==> config.mk <==
export PLATFORM = sky130hd
export DESIGN_NAME = memcopy
export DESIGN_NICKNAME = d
export VERILOG_FILES = /design/src/rtl/memcopy.sv
export SDC_FILE = /design/constraint.sdc
export NUM_CORES = 1
export LEC_CHECK = 0
export ABC_AREA = 1
export BUFFER_PORTS_ARGS = -buffer_cell sky130_fd_sc_hd__buf_4
export CAP_MARGIN = 0
export CELL_PAD_IN_SITES_DETAIL_PLACEMENT = 0
export CELL_PAD_IN_SITES_GLOBAL_PLACEMENT = 1
export CORE_UTILIZATION = 41
export CTS_CLUSTER_DIAMETER = 80
export DETAILED_ROUTE_END_ITERATION = 6
export PLACE_DENSITY = 0.83
export SLEW_MARGIN = 30
export SYNTH_ARGS = -nofsm -noshare
export SYNTH_HDL_FRONTEND = slang
export SYNTH_SLANG_ARGS = --single-unit
==> constraint.sdc <==
create_clock -name clk -period 3.3 [get_ports clk]
set_input_delay 0.66 -clock clk [delete_from_list [all_inputs] [get_ports clk]]
set_output_delay 0.66 -clock clk [all_outputs]
set_load 0.01 [all_outputs]
==> src/rtl/memcopy.sv <==
// memcopy: byte-serial memory-to-memory copy engine.
//
// Copies `length` bytes from src_addr to dst_addr one byte at a time,
// in ascending order. Each byte is read (READ), the returned data is captured
// one cycle later (LATCH), and then it is written (WRITE). Addresses wrap
// modulo 2^ADDR_W. Overlapping regions are not special-cased.
//
// Optional feature macro: MEMCOPY_FILL_EN
//   When defined, adds fill_mode/fill_byte. A fill transfer writes fill_byte
//   to dst..dst+length-1 at one byte per cycle and never reads memory.
//
// Ports:
//   clk, rst          clock, synchronous active-high reset
//   start             transfer request, only honoured in IDLE
//   src_addr/dst_addr first source/destination byte address (sampled with start)
//   length            byte count (sampled with start), 0 is legal
//   fill_mode/fill_byte  (MEMCOPY_FILL_EN only) fill request and fill value
//   busy              high whenever not IDLE
//   done              one-cycle completion pulse
//   mem_addr/mem_wdata/mem_write_en/mem_read_en  memory controller request
//   mem_rdata         read data, valid the cycle after mem_read_en is sampled
//
// State | meaning
// IDLE  | waiting for start
// READ  | read strobe out, address = src + i
// LATCH | no strobe, capture returned byte into mem_wdata
// WRITE | write strobe out, address = dst + i, then advance i
// DONE  | done pulse, back to IDLE

module memcopy #(
    parameter int ADDR_W = 17
) (
    input  logic              clk,
    input  logic              rst,
    input  logic              start,
    input  logic [ADDR_W-1:0] src_addr,
    input  logic [ADDR_W-1:0] dst_addr,
    input  logic [ADDR_W-1:0] length,
`ifdef MEMCOPY_FILL_EN
    input  logic              fill_mode,
    input  logic [7:0]        fill_byte,
`endif
    input  logic [7:0]        mem_rdata,
    output logic              busy,
    output logic              done,
    output logic [ADDR_W-1:0] mem_addr,
    output logic [7:0]        mem_wdata,
    output logic              mem_write_en,
    output logic              mem_read_en
);

    typedef enum logic [2:0] {IDLE, READ, LATCH, WRITE, DONE} state_t;

    state_t            state_q, state_d;
    logic [ADDR_W-1:0] src_q, src_d, dst_q, dst_d, len_q, len_d, i_q, i_d;
    logic [ADDR_W-1:0] mem_addr_q, mem_addr_d;
    logic [7:0]        mem_wdata_q, mem_wdata_d;
    logic              busy_q, busy_d, done_q, done_d;
    logic              rd_q, rd_d, wr_q, wr_d;
    logic [ADDR_W-1:0] i_next;

    logic              fill_start;
    logic [7:0]        fill_value;
    logic              fill_q;
`ifdef MEMCOPY_FILL_EN
    logic              fill_d;
    assign fill_start = fill_mode;
    assign fill_value = fill_byte;
`else
    assign fill_start = 1'b0;
    assign fill_value = 8'h00;
    assign fill_q     = 1'b0;
`endif

    // i never exceeds length-1, so i+1 cannot overflow ADDR_W bits.
    assign i_next = i_q + ADDR_W'(1);

    always_comb begin
        state_d     = state_q;
        src_d       = src_q;
        dst_d       = dst_q;
        len_d       = len_q;
        i_d         = i_q;
        mem_addr_d  = mem_addr_q;
        mem_wdata_d = mem_wdata_q;
        rd_d        = 1'b0;
        wr_d        = 1'b0;
`ifdef MEMCOPY_FILL_EN
        fill_d      = fill_q;
`endif
        case (state_q)
            IDLE: begin
                if (start) begin
                    src_d = src_addr;
                    dst_d = dst_addr;
                    len_d = length;
                    i_d   = '0;
`ifdef MEMCOPY_FILL_EN
                    fill_d = fill_start;
`endif
                    if (length == '0) begin
                        state_d = DONE;
                    end else if (fill_start) begin
                        // Fill data is parked in mem_wdata for the whole transfer.
                        state_d     = WRITE;
                        wr_d        = 1'b1;
                        mem_addr_d  = dst_addr;
                        mem_wdata_d = fill_value;
                    end else begin
                        state_d    = READ;
                        rd_d       = 1'b1;
                        mem_addr_d = src_addr;
                    end
                end
            end
            READ: begin
                state_d = LATCH;
            end
            LATCH: begin
                state_d     = WRITE;
                wr_d        = 1'b1;
                mem_wdata_d = mem_rdata;
                mem_addr_d  = dst_q + i_q;
            end
            WRITE: begin
                i_d = i_next;
                if (i_next < len_q) begin
                    if (fill_q) begin
                        state_d    = WRITE;
                        wr_d       = 1'b1;
                        mem_addr_d = dst_q + i_next;
                    end else begin
                        state_d    = READ;
                        rd_d       = 1'b1;
                        mem_addr_d = src_q + i_next;
                    end
                end else begin
                    state_d = DONE;
                end
            end
            DONE: begin
                state_d = IDLE;
            end
            default: begin
                state_d = IDLE;
            end
        endcase
        // Outputs are registered, so they are derived from the next state.
        busy_d = (state_d != IDLE);
        done_d = (state_d == DONE);
    end

    always_ff @(posedge clk) begin
        if (rst) begin
            state_q     <= IDLE;
            src_q       <= '0;
            dst_q       <= '0;
            len_q       <= '0;
            i_q         <= '0;
            mem_addr_q  <= '0;
            mem_wdata_q <= '0;
            busy_q      <= 1'b0;
            done_q      <= 1'b0;
            rd_q        <= 1'b0;
            wr_q        <= 1'b0;
`ifdef MEMCOPY_FILL_EN
            fill_q      <= 1'b0;
`endif
        end else begin
            state_q     <= state_d;
            src_q       <= src_d;
            dst_q       <= dst_d;
            len_q       <= len_d;
            i_q         <= i_d;
            mem_addr_q  <= mem_addr_d;
            mem_wdata_q <= mem_wdata_d;
            busy_q      <= busy_d;
            done_q      <= done_d;
            rd_q        <= rd_d;
            wr_q        <= wr_d;
`ifdef MEMCOPY_FILL_EN
            fill_q      <= fill_d;
`endif
        end
    end

    assign busy         = busy_q;
    assign done         = done_q;
    assign mem_addr     = mem_addr_q;
    assign mem_wdata    = mem_wdata_q;
    assign mem_read_en  = rd_q;
    assign mem_write_en = wr_q;

endmodule

==> impl_results.md <==
- Met1 usage: 0.3369
- Syn-to-layout area delta: 19.16%
- Worst flop-to-flop path startpoint: i_q[7]
- Final TNS setup: 0 ns
- CP max stage cell: dfxtp_1
- Synth Instances: 1018
- Port bufs: 90
- Max-cap viol count: 0
- TritonCTS clock tree: done
- Vias in the first global route: a little under 6000
- Tmin final: 3.002 ns
- Overall Power: about 3000 uW
- Main synth FF type: dfxtp_1
- Relative slew slack: 0.5396
- Synthesized Nets: between 1000 and 1500
- CP bufs+invs: 2
- # DRC: 0
- Largest net degree at the start of global routing: 59
- Non-Filler Instances: ~1300
- Critical path arrival: 3.25 ns
- Unique masters post-synth: 43
- Core ar.: between 15000 and 20000 sq um
- Clock slew at reported path FFs: roughly 0.07 ns
- Critical-path cell list: nand2_4 > nor3_2 > nand2_2 > nor2_4 > nand4_1 > nand2_1 > inv_1 > or2_1 > ha_1 > nand2_1 > inv_1 > nand2_1 > nand2_1 > a21oi_1 > nand3_2 > nand2_4 > nand2_4 > nor3_1 > nor2_1
- Crit. End Element: flip-flop
- Via Count: 6606
- Biggest cell delay along the critical path: 0.44 ns
- Setup violators final: 0
- Min-delay worst type: flip-flop to flip-flop
- HP Start: dst_q[4]
- Dpl ws: 0.1166 ns
- Syn Area/Cell: 6.587 sq um
- IO Pins: 91
- Detail Route Antenna Nets: 0
- Worst-margin pin slew: 0.6906 ns
- Hold WS: 0.4679 ns
- Post-synthesis register bit count: 100
- Reg2reg end: mem_addr[6]
- Hold path cells: 2
- CTS Buffer Depth: 2
- Async S/R FF share, synth: 0
- Crit share post-route: 0.9096
- GR Layer Usage met2: 0.3919
- GRT Overall Usage: 0.2429
- Delay-heaviest family, CP: simple AND/OR/NAND/NOR gates
- Nets: 1222
- Detailed-route wire length: approximately 20000 um
- R2R Setup Slk: a little under 0.3 ns
- Dpl cells: 1312
- Yosys top cell area share: 0.2986
- Area leader, netlist: dfxtp_1
- Worst Skew: 0.007568 ns
- Diode count: 0
- DR pass1 iterations: 5
- Critical Path Source Type: flip-flop
- CTS Hold Bufs: 0
- Number of cells on the critical path: 19
- First DRT Iteration DRCs: 459
- Warnings, synthesis: 0
- Num rows: 46
- First-pass GRT wire length: 30750 um
- Share of layout cells above drive strength 1: 0.1625
- CP Max Fanout: 13
- Most frequent CP cell: nand2_1
- CP required: 3.55 ns
- R2R depth: 19
- Routability cong.: 0.8736
- Leakage power: just over 0.004 uW
- Top cells by area, synth: dfxtp_1, nand2_1, ha_1, nand3_1, a21oi_1
- Max VDD drop: 0.2250 mV
- Sequential share of the synthesized area: 0.2986
- CTS Buf Count: 9
- H-tree depth: 3
- Remaining Overflow, GRT: 0
- Final Max Tran Viols: 0
- Critical path class: flip-flop to flip-flop
- P per Cell Area: 382.0 nW/um^2
- F_max: 0.3332 GHz
- EDFF count, synth: 0
- Die Y: 129.9 um
- Initial antenna violation count: 0
- Post-DR wirelength/cell: around 15 um
- Via/cell ratio: 4.967
- GRT busiest layer: met2
- Final worst slack: 0.2983 ns
- Outcome: finished, final reports clean
- Clock sink count: 100
- Die Area: 16870 sq um
- Root Buffer: clkbuf_16
- Met3 Usage GRT: 0.03895
- Dpl hpwl: 15790 um
- Initial Utilization: 0.4206
- Worst-skew pair later-pin latency: 0.35 ns
- Die width: 129.9 um
- Cell Area, Synth: 6705 sq um
- Fill count: 1649
- Hold endpoint: dst_q[4]
- Count of final hold-check violations: 0
layout make-up:
type	count	area, sq um	share of cell area
clock inverter	3	45.04	0.005637
sequential	100	2004	0.2509
inverter	117	439.2	0.05496
multi-input combinational	766	4108	0.5141
clock buffer	13	260.3	0.03257
tap	216	270.3	0.03382
timing repair buffer	115	863.3	0.1080
worst max path at each step:
| stage | end | from |
|---|---|---|
| after floorplan | mem_addr[6] | i_q[0] |
| after global placement | busy | i_q[1] |
| after detailed placement | busy | i_q[0] |
| after CTS | busy | i_q[0] |
| after global routing | mem_addr[6] | i_q[0] |
| final | mem_addr[6] | i_q[7] |
layer usage:
layer | routed length, um | vias to the layer above
met2 | 9012 | 172
met4 | 285 | 0
li1 | - | 3467
met1 | 9490 | 2949
met3 | 1218 | 18
met5 | 0 | -
registers in the layout, summed over array words and instances (netlist names):
name,flops
dst_q,17
i_q,17
len_q,17
mem_addr,17
src_q,17
mem_wdata,8
state_q,3
busy,1
done,1
mem_read_en,1
mem_write_en,1
timing repair:
item | 4_1_cts | 5_1_grt
resized for setup | 0 | 4
buffers inserted | 0 | 1
setup endpoints to repair | 0 | 21
logic make-up after synthesis:
| family | count (synthesis) | share of synthesized area |
|---|---|---|
| xor gates and xnor gates | 17 | 0.02444 |
| AOI/OAI and AO/OA | 153 | 0.1200 |
| buffers and inverters | 153 | 0.09199 |
| adders and majority gates | 51 | 0.09741 |
| DFF | 100 | 0.2986 |
| and+or+nand+nor | 544 | 0.3676 |
worst register-to-register path: cells and delay by family (launching register included):
kind,cells,cell delay [ns]
compound gates,1,0.22
buf+inv,2,0.09
fa+ha+maj,1,0.29
simple gates,15,1.86
flops,1,0.44
layout by cell type (no fill, tap or decap), drive strengths merged, types with 6 or more instances in the layout:
master and instances:
o21ai 39, nand2 315, buf 115, inv 117, ha 49, dfxtp 100, or2 6, a21oi 108
nand3b 10, nor2 82, nand3 109, xnor2 7, nor3 13, xor2 10, clkbuf 13
per-stage QoR:
step / instance area, sq um / util
2_1_floorplan: 6705 / -
3_3_place_gp: 7654 / 0.4801
3_5_place_dp: 7654 / 0.4801
4_1_cts: 7959 / 0.4992
5_1_grt: 7990 / 0.5012
6_report: 7990 / 0.5012
power breakdown:
| group | switching [uW] | total (uW) | internal (uW) |
|---|---|---|---|
| Sequential | 48.4 | 1340 | 1290 |
| Combinational | 365 | 605 | 240 |
| Clock | 473 | 1100 | 631 |
| Total | 887 | 3050 | 2170 |
synth_stat cells (3+ instances only):
master and instances:
inv_2 4, buf_2 4, a21oi_1 103, nor3_1 9, nand4_1 4, nand2_2 11, and2_1 4, nand2_1 296
buf_6 3, nand3_2 3, nand3b_1 10, o21ai_0 37, buf_4 4, a21oi_2 5, inv_1 113, ha_1 49
dfxtp_1 100, xor2_1 10, nor2_4 3, nand3_1 105, clkbuf_1 24, nand2_4 6, or2_2 4, xnor2_1 5
nor2_1 76
Power figures use the tool's default switching activity.
